--- src/rtl/key_event_ctrl.sv ---
// rtl/key_event_ctrl.sv - per-key short/long/double-click event generator with round-robin output
//
// Purpose: each key has a timing FSM that classifies debounced press/release activity
//   into SHORT (01), LONG (10), DOUBLE (11) and, when KEY_EVT_REPEAT_EN is defined,
//   auto-REPEAT (00) events. Every key owns a one-deep pending slot. A round-robin
//   arbiter moves one slot per cycle into a valid/ready output register.
// Optional feature: define KEY_EVT_REPEAT_EN to post REPEAT events while a key is held
//   after a LONG. Without it, HELD just waits for release.
// Ports:
//   clk        system clock
//   rst_n      asynchronous active-low reset
//   key_state  debounced level per key, 1 = pressed
//   key_flag   1-cycle press pulse per key, coincides with the key_state rise
//   evt_valid  event available
//   evt_ready  consumer accepts when evt_valid & evt_ready
//   evt_key    key index of the presented event
//   evt_type   01 short, 10 long, 11 double, 00 repeat
//   ovf_pulse  1-cycle pulse: a pending, not yet granted event was overwritten
module key_event_ctrl #(
  parameter int NUM_KEYS   = 4,
  parameter int KEY_W      = 2,
  parameter int LONG_CNT   = 50_000_000,
  parameter int DBL_CNT    = 15_000_000,
  parameter int REPEAT_CNT = 10_000_000,
  parameter int CNT_WIDTH  = 26
) (
  input  logic                clk,
  input  logic                rst_n,
  input  logic [NUM_KEYS-1:0] key_state,
  input  logic [NUM_KEYS-1:0] key_flag,
  output logic                evt_valid,
  input  logic                evt_ready,
  output logic [KEY_W-1:0]    evt_key,
  output logic [1:0]          evt_type,
  output logic                ovf_pulse
);

  if (NUM_KEYS < 1 || NUM_KEYS > 16 || KEY_W < 1 || (longint'(1) << KEY_W) < longint'(NUM_KEYS) ||
      LONG_CNT < 1 || DBL_CNT < 1 || REPEAT_CNT < 1 ||
      longint'(LONG_CNT) > (longint'(1) << CNT_WIDTH) ||
      longint'(DBL_CNT) > (longint'(1) << CNT_WIDTH) ||
      longint'(REPEAT_CNT) > (longint'(1) << CNT_WIDTH)) begin : g_bad_params
    $error("key_event_ctrl: illegal parameter set");
  end

  typedef enum logic [1:0] {S_IDLE, S_PRESSED, S_WAIT_DBL, S_HELD} key_st_e;

  localparam logic [1:0] T_REPEAT = 2'b00;
  localparam logic [1:0] T_SHORT  = 2'b01;
  localparam logic [1:0] T_LONG   = 2'b10;
  localparam logic [1:0] T_DOUBLE = 2'b11;
  localparam logic [CNT_WIDTH-1:0] LONG_LAST = CNT_WIDTH'(LONG_CNT - 1);
  localparam logic [CNT_WIDTH-1:0] DBL_LAST  = CNT_WIDTH'(DBL_CNT - 1);
  localparam logic [CNT_WIDTH-1:0] CNT_ONE   = CNT_WIDTH'(1);

  key_st_e                      state_q [NUM_KEYS];
  key_st_e                      state_d [NUM_KEYS];
  logic [CNT_WIDTH-1:0]         cnt_q   [NUM_KEYS];
  logic [CNT_WIDTH-1:0]         cnt_d   [NUM_KEYS];
  logic [NUM_KEYS-1:0]          key_state_d;
  logic [NUM_KEYS-1:0]          key_rel;
  logic [NUM_KEYS-1:0]          post;
  logic [NUM_KEYS-1:0][1:0]     post_type;
  logic [NUM_KEYS-1:0]          slot_valid_q;
  logic [NUM_KEYS-1:0][1:0]     slot_type_q;
  logic [NUM_KEYS-1:0]          grant_clr;
  logic [KEY_W-1:0]             rr_q;
  logic                         out_free;
  logic                         hi_any, lo_any, grant_any;
  logic [KEY_W-1:0]             hi_idx, lo_idx, grant_idx, rr_next;
  logic [1:0]                   hi_type, lo_type, grant_type;
`ifdef KEY_EVT_REPEAT_EN
  localparam logic [CNT_WIDTH-1:0] REPEAT_LAST = CNT_WIDTH'(REPEAT_CNT - 1);
  // Set when HELD was entered through a LONG; only then does the hold auto-repeat.
  logic [NUM_KEYS-1:0]          rpt_q, rpt_d;
`endif

  assign key_rel = key_state_d & ~key_state;

  // Per-key timing FSMs (next state, timer and event post).
  always_comb begin
`ifdef KEY_EVT_REPEAT_EN
    rpt_d = rpt_q;
`endif
    post      = '0;
    post_type = '0;
    for (int k = 0; k < NUM_KEYS; k++) begin
      state_d[k]   = state_q[k];
      cnt_d[k]     = cnt_q[k] + CNT_ONE;
      post_type[k] = T_SHORT;
      unique case (state_q[k])
        S_IDLE: begin
          cnt_d[k] = '0;
          if (key_flag[k]) state_d[k] = S_PRESSED;
        end
        S_PRESSED: begin
          if (cnt_q[k] == LONG_LAST) begin
            post[k]      = 1'b1;
            post_type[k] = T_LONG;
            cnt_d[k]     = '0;
            state_d[k]   = key_rel[k] ? S_IDLE : S_HELD;
`ifdef KEY_EVT_REPEAT_EN
            rpt_d[k]     = 1'b1;
`endif
          end else if (key_rel[k]) begin
            cnt_d[k]   = '0;
            state_d[k] = S_WAIT_DBL;
          end
        end
        S_WAIT_DBL: begin
          // A repress on the very cycle the window closes still counts as a double.
          if (key_flag[k]) begin
            post[k]      = 1'b1;
            post_type[k] = T_DOUBLE;
            cnt_d[k]     = '0;
            state_d[k]   = S_HELD;
`ifdef KEY_EVT_REPEAT_EN
            rpt_d[k]     = 1'b0;
`endif
          end else if (cnt_q[k] == DBL_LAST) begin
            post[k]      = 1'b1;
            post_type[k] = T_SHORT;
            cnt_d[k]     = '0;
            state_d[k]   = S_IDLE;
          end
        end
        S_HELD: begin
          if (key_rel[k]) begin
            cnt_d[k]   = '0;
            state_d[k] = S_IDLE;
          end else begin
`ifdef KEY_EVT_REPEAT_EN
            if (rpt_q[k] && cnt_q[k] == REPEAT_LAST) begin
              post[k]      = 1'b1;
              post_type[k] = T_REPEAT;
              cnt_d[k]     = '0;
            end
`else
            cnt_d[k] = cnt_q[k];
`endif
          end
        end
        default: begin
          cnt_d[k]   = '0;
          state_d[k] = S_IDLE;
        end
      endcase
    end
  end

  // Round-robin search: lowest valid slot at or above rr_q, else lowest valid slot overall.
  always_comb begin
    hi_any  = 1'b0;
    lo_any  = 1'b0;
    hi_idx  = '0;
    lo_idx  = '0;
    hi_type = '0;
    lo_type = '0;
    for (int j = NUM_KEYS - 1; j >= 0; j--) begin
      if (slot_valid_q[j]) begin
        lo_any  = 1'b1;
        lo_idx  = KEY_W'(j);
        lo_type = slot_type_q[j];
        if (KEY_W'(j) >= rr_q) begin
          hi_any  = 1'b1;
          hi_idx  = KEY_W'(j);
          hi_type = slot_type_q[j];
        end
      end
    end
    grant_any  = lo_any;
    grant_idx  = hi_any ? hi_idx : lo_idx;
    grant_type = hi_any ? hi_type : lo_type;
    rr_next    = (grant_idx == KEY_W'(NUM_KEYS - 1)) ? '0 : grant_idx + KEY_W'(1);
    out_free   = !evt_valid || evt_ready;
    for (int k = 0; k < NUM_KEYS; k++) begin
      grant_clr[k] = out_free && grant_any && (grant_idx == KEY_W'(k));
    end
  end

  always_ff @(posedge clk or negedge rst_n) begin
    if (!rst_n) begin
      for (int k = 0; k < NUM_KEYS; k++) begin
        state_q[k] <= S_IDLE;
        cnt_q[k]   <= '0;
      end
`ifdef KEY_EVT_REPEAT_EN
      rpt_q        <= '0;
`endif
      key_state_d  <= '0;
      slot_valid_q <= '0;
      slot_type_q  <= '0;
      rr_q         <= '0;
      evt_valid    <= 1'b0;
      evt_key      <= '0;
      evt_type     <= '0;
      ovf_pulse    <= 1'b0;
    end else begin
      for (int k = 0; k < NUM_KEYS; k++) begin
        state_q[k] <= state_d[k];
        cnt_q[k]   <= cnt_d[k];
        // A new post beats the grant clear so a same-cycle event is never lost.
        if (post[k]) begin
          slot_valid_q[k] <= 1'b1;
          slot_type_q[k]  <= post_type[k];
        end else if (grant_clr[k]) begin
          slot_valid_q[k] <= 1'b0;
        end
      end
`ifdef KEY_EVT_REPEAT_EN
      rpt_q        <= rpt_d;
`endif
      key_state_d  <= key_state;
      ovf_pulse    <= |(post & slot_valid_q & ~grant_clr);
      if (out_free) begin
        evt_valid <= grant_any;
        if (grant_any) begin
          evt_key  <= grant_idx;
          evt_type <= grant_type;
          rr_q     <= rr_next;
        end
      end
    end
  end

endmodule

--- config.mk ---
export PLATFORM = sky130hd
export DESIGN_NAME = key_event_ctrl
export DESIGN_NICKNAME = d
export VERILOG_FILES = /design/src/rtl/key_event_ctrl.sv
export SDC_FILE = /design/constraint.sdc
export NUM_CORES = 1
export LEC_CHECK = 0
export ABC_AREA = 1
export CAP_MARGIN = 15
export CORE_MARGIN = 1.5
export CORE_UTILIZATION = 28
export DETAILED_ROUTE_END_ITERATION = 8
export PLACE_DENSITY_LB_ADDON = 0.12
export SLEW_MARGIN = 20
export SYNTH_ARGS = -nofsm -noshare
export SYNTH_HDL_FRONTEND = slang
export SYNTH_SLANG_ARGS = --single-unit
--- constraint.sdc ---
create_clock -name clk -period 2.18 [get_ports clk]
set_clock_uncertainty 0.15 [all_clocks]
set_input_delay 0.436 -clock clk [delete_from_list [all_inputs] [get_ports clk]]
set_output_delay 0.436 -clock clk [all_outputs]
set_load 0.01 [all_outputs]
Word level (Yosys, flattened, before mapping)
Index checks and enable logic that the tools add are counted.

Logic and storage cells: 228. Bits in registers: 136. Input port bits: 11. Output and inout bits: 6.

$lt $le $gt $ge: 4. Reduce and logical (&&, ||, !) cells: 22. Muxes and demuxes: 131. $add $sub $neg: 5. Bitwise logic cells: 5. Equality and inequality tests: 39.

Operators with widths (number): $mux 26 (20); $pmux 26 s4 (4); $mux 2 (63); $add 26x1->26 const B (4); $eq 26x24->1 const B (4); $eq 26x26->1 const B (4); $mux 1 (32); $pmux 2 s4 (4); $ne 3x3->1 const B (8); $eq 2x2->1 const B (10); $ne 2x2->1 const B (8); $pmux 2 s2 (4); $reduce_and 4->1 (4); $and 4x4->4 (3); $eq 2x1->1 const B (5); $logic_not 2->1 (5); $not 4->4 (2); $pmux 1 s2 (4); $reduce_bool 2->1 (4); $logic_and 1x1->1 (5); $ge 1x2->1 const A (2); $ge 2x2->1 const A (2); $reduce_or 4->1 (1); $add 2x1->2 const B (1); 3 further kinds (3).

Logic depth before layout (Yosys ltp)
Gate-level depths: netlist (run 1).

Depth in word-level cells: 15. Gate-level depth with buffers: 14. Gate-level depth less buffers: 14.

Worst setup path before layout (run 1)
Ideal clock, no wire load.

Path kind: reg2reg. Start: register rr_q[1]. End: register ovf_pulse. Library setup time: 0.065 ns. Data required time: 1.965 ns. Stages on the path, launching flop included: 13. Slack: 0.219 ns. Clock period less this slack: 1.961 ns. Arrival: 1.746 ns. Cell sequence: dfrtp_1 > inv_1 > nand3_1 > nand4_1 > a21oi_1 > nor3_1 > inv_1 > ha_1 > a21oi_1 > nand3_1 > nand2_1 > inv_1 > nand2_1.

Word-level cells in the longest chain between the ends: 15. Elaborated cells on any way between the ends: 32.

Ends and longest elaborated chain: from (decl) (RTL line 67) `logic [KEY_W-1:0] rr_q;`; from (signal assigned) (RTL line 220) `rr_q <= rr_next;`; $ge 2x2->1 (RTL line 164) `if (KEY_W'(j) >= rr_q) begin`; $mux 2 / $mux 1 (equally long branches) (RTL line 164); $mux 2 / $mux 1 (equally long branches) (RTL line 160) `if (slot_valid_q[j]) begin`; $mux 2 / $mux 1 (equally long branches) (RTL line 164); $mux 2 / $mux 1 (equally long branches) (RTL line 160); $mux 2 / $mux 1 (equally long branches) (RTL line 164); $mux 2 / $mux 1 (equally long branches) (RTL line 160); $mux 2 / $mux 1 (equally long branches) (RTL line 164); $mux 2 / $mux 1 (equally long branches) (RTL line 160); $mux 2 * (RTL line 172) `grant_idx = hi_any ? hi_idx : lo_idx;`; named net grant_idx[0] (RTL line 70) `logic [KEY_W-1:0] hi_idx, lo_idx, grant_idx, rr_next;`; $eq 2x1->1 (tied with other cells) (RTL line 177) `grant_clr[k] = out_free && grant_any && (grant_idx == KEY_W'(k));`; $logic_and 1x1->1 (RTL line 177); $not 4->4 * (RTL line 214) `ovf_pulse <= |(post & slot_valid_q & ~grant_clr);`; $and 4x4->4 * (RTL line 214); $reduce_or 4->1 * (RTL line 214); to (signal assigned) (RTL line 214); to (decl) (RTL line 35) `output logic ovf_pulse`.

Mark *: on every way through the listed nets, which the timed path passes. The rest lies on a longest branch. A chain may end at the register's enable or synchronous reset.

Worst setup path after layout (run 1)
Same ends and word-level chain as after synthesis.

==> results of run 1 <==
-- layout make-up --
| cell class | instances | area (um^2) |
|---|---|---|
| sequential | 136 | 3403 |
| timing repair buffer | 75 | 669.4 |
| clock buffer | 24 | 501.7 |
| tap | 402 | 503.0 |
| multi-input combinational | 924 | 4906 |
| inverter | 166 | 623.1 |
| clock inverter | 4 | 20.02 |
| fill | 3411 | 20930 |
-- sequential cells by signal (all words and copies together) (netlist names) --
| register | count |
|---|---|
| evt_valid | 1 |
| state_q | 8 |
| cnt_q | 104 |
| key_state_d | 4 |
| rr_q | 2 |
| ovf_pulse | 1 |
| evt_type | 2 |
| evt_key | 2 |
| slot_valid_q | 4 |
| slot_type_q | 8 |
-- cell usage after synthesis (15+ instances only) --
| cell type | number |
|---|---|
| a21oi_1 | 29 |
| dfrtp_1 | 136 |
| ha_1 | 28 |
| inv_1 | 163 |
| nand2_1 | 350 |
| nand3_1 | 94 |
| nand4_1 | 42 |
| nor2_1 | 118 |
| nor3_1 | 31 |
| o21ai_0 | 68 |
| o21ai_1 | 19 |
| xnor2_1 | 15 |
| xor2_1 | 38 |
-- per-layer routing --
metal / vias up / GRT usage / routed length (um)
met5: - / 0 / 0
met3: 24 / 0.02868 / 573
met1: 3682 / 0.1963 / 11590
met2: 91 / 0.2532 / 11110
met4: 0 / 0.04000 / 319
li1: 4178 / - / -
-- power by group through the flow --
stage	Clock [W]	Sequential [W]	Combinational, W
floorplan	0	0.00306	0.00225
global placement	0	0.00311	0.00351
detailed placement	0	0.00310	0.00348
CTS	0.00277	0.00306	0.00350
global route	0.00286	0.00310	0.00422
finish	0.00267	0.00306	0.00374
-- worst paths after layout --
check / startpoint / end / slack (ns)
max: rr_q[1] / ovf_pulse / 0.06
max reg2reg: rr_q[1] / ovf_pulse / 0.06
max in group asynchronous: rst_n / cnt_q[33] / 0.93
min in group asynchronous: rst_n / cnt_q[90] / 0.35
min reg2reg: evt_type[1] / evt_type[1] / 0.33
min: key_state[2] / key_state_d[2] / 0.32
-- through the flow --
step           hold WS, ns  power [W]  setup TNS [ns]
3_5_place_dp        0.2576   0.006577         -0.7950
2_1_floorplan    -0.009591   0.005309               0
3_3_place_gp        0.2564   0.006614               0
6_report            0.3224   0.009462               0
5_1_grt             0.3154    0.01019        -0.08636
4_1_cts             0.3024   0.009327               0
-- logic make-up (layout without fill, tap and decap cells) --
group	count (synthesis)	in the layout	synth area share
AOI/OAI and AO/OA	164	164	0.1093
buffers and inverters	186	269	0.08560
xor gates and xnor gates	53	53	0.05172
and+or+nand+nor	679	679	0.3351
DFF	136	136	0.3792
adders and majority gates	28	28	0.03904
-- worst max-delay path, stage by stage (launching register included) --
cell and delay, ns:
dfrtp_1 0.39, inv_2 0.08, nand3_2 0.13, nand4_1 0.24, a21oi_2 0.07, nor3_2 0.27, inv_1 0.10, ha_1 0.23
a21oi_2 0.17, nand3_1 0.10, nand2_1 0.07, inv_1 0.03, nand2_1 0.04
-- what timing repair did --
item	in CTS	in global routing
setup buffers	0	7
hold buffers	1	0
endpoints found under the setup margin	1	74
pin swaps	0	5
resized for setup	1	28
hold endpoints to repair	34	0
==> results.tsv, run 1 <==
stage	metric	value	unit
pwr	Int Pwr	0.005836	W
floorplan	Die Width	182.0	um
global_routing	vias in the first global route	7951	
cells_and_area	Finished Layout Cells	1731	
cells_and_area	Final Cell Area	0.01063	mm^2
floorplan	Die Y	182.0	um
clock_tree	clock slew at reported path FFs	0.06	ns
pwr	Pwr Density	890.4	mW/mm^2
route	Remaining DRCs	0	
pwr	combinational group share of total power	0.395	
sta	f_max	0.4713	GHz
synth	Ys Warns	0	
pwr	Reg power frac	0.323	
synth	Area contributors post-synth	dfrtp_1 (38%), nand2_1 (15%), inv_1 (6.8%)	
cells_and_area	layout cells sized above 1	0.1249	
clock_tree	worst-case clock buffer depth	2	
placed_design	dpl cells	1695	
synth	Synth cell types	40	
sta	Slew Viols, Final	0	
synth	cell area after synthesis	0.008975	mm^2
placed_design	pre-CTS setup slack	-0.07331	ns
placed_design	placed cell areas	0.009940	mm^2
route	drt wl/cell	13.63	um
synth	FFs w/ async S/R, synth	1.000	
pwr	Peak supply drop	667.1	uV
clock_tree	clk root buf	clkbuf_16	
global_routing	grt total ovfl	0	
pwr	Leak Pwr	4.526	nW
worst_setup_path	critical path data required time	2.40	ns
worst_setup_path	Startpoint Class	register	
outcome	status	complete, no violations	
cells_and_area	most common cell after layout, fill and taps aside	nand2_1	
sta	Period minus WS final	2.122	ns
clock_tree	Clock Sinks	136	
clock_tree	CTS Buf Count	17	
cells_and_area	final core utilization	0.3368	
clock_tree	htree depth	4	
worst_setup_path	WP data arrival	2.34	ns
global_routing	largest net degree at the start of global routing	40	
cells_and_area	area grow syn2layout	18.40	%
cells_and_area	diodes inserted	0	
pwr	Sw Share	0.3831	
synth	Yosys top cell area share	0.3792	
placed_design	Final HPWL DP	17430	um
synth	synthesized net count	1285	
global_routing	initial antenna violation count	0	
synth	Gate Count Post-Synth	1246	
synth	number of flops mapped to enable cells by yosys	0	
route	Vias/cell	4.607	
floorplan	Core Area	0.03156	mm^2
floorplan	io pins	17	
pwr	clock share of power	0.282	
route	First DRT Iteration DRCs	450	
flow_run	Max-Cap Viols	0	
sta	slew of the pin with the lowest slew margin	0.5107	ns
worst_setup_path	crit path max fanout	5	
clock_tree	CTS tree	done	
pwr	Sw Pwr	0.003625	W
cells_and_area	commonest non-fill, non-tap cells in the layout	nand2_1 (347), inv_1 (162), dfrtp_1 (136)	
sta	Slew HR	0.6583	
sta	# setup viols final	0	
placed_design	placer congestion estimate	0.7984	
floorplan	Starting Density	0.2844	
worst_setup_path	Setup CP Type	reg -> reg	
placed_design	I/O Buffers	16	
min_path	worst hold stages	1	
global_routing	first-pass GRT wire length	39890	um
synth	Syn Area/Cell	7.203	um^2
global_routing	GRT Util Overall	0.1502	
sta	fin crit share	0.9733	
floorplan	# rows	65	
route	via count	7975	
cells_and_area	Nets	1359	
worst_setup_path	R2R cell count	12	
floorplan	Total Die Area	0.03314	mm^2
synth	sequential share of the synthesized area	0.3792	
route	detailed-router iteration count before antenna repair	5	
synth	synthesized flop and latch total	136	
synth	cell taking the most area after synthesis	dfrtp_1	
sta	final worst-path setup slack	0.05821	ns
min_path	hold crit path type	in -> reg	
worst_setup_path	Setup crit end kind	register	
route	Routed Antenna Nets	0	
route	final wirelength	23590	um
synth	Synth Flop Type	dfrtp_1	
clock_tree	Worst-Skew Late Latency	0.43	ns
sta	Hold Vio Cnt, Final	0	
Power figures use the tool's default switching activity.
==> inputs of run 2 (changes only) <==
ABC_CLOCK_PERIOD_IN_PS = 2180   (was not set)
==> results of run 2 <==
Same layout as run 1: the final DEF is identical, and so are final timing and power.
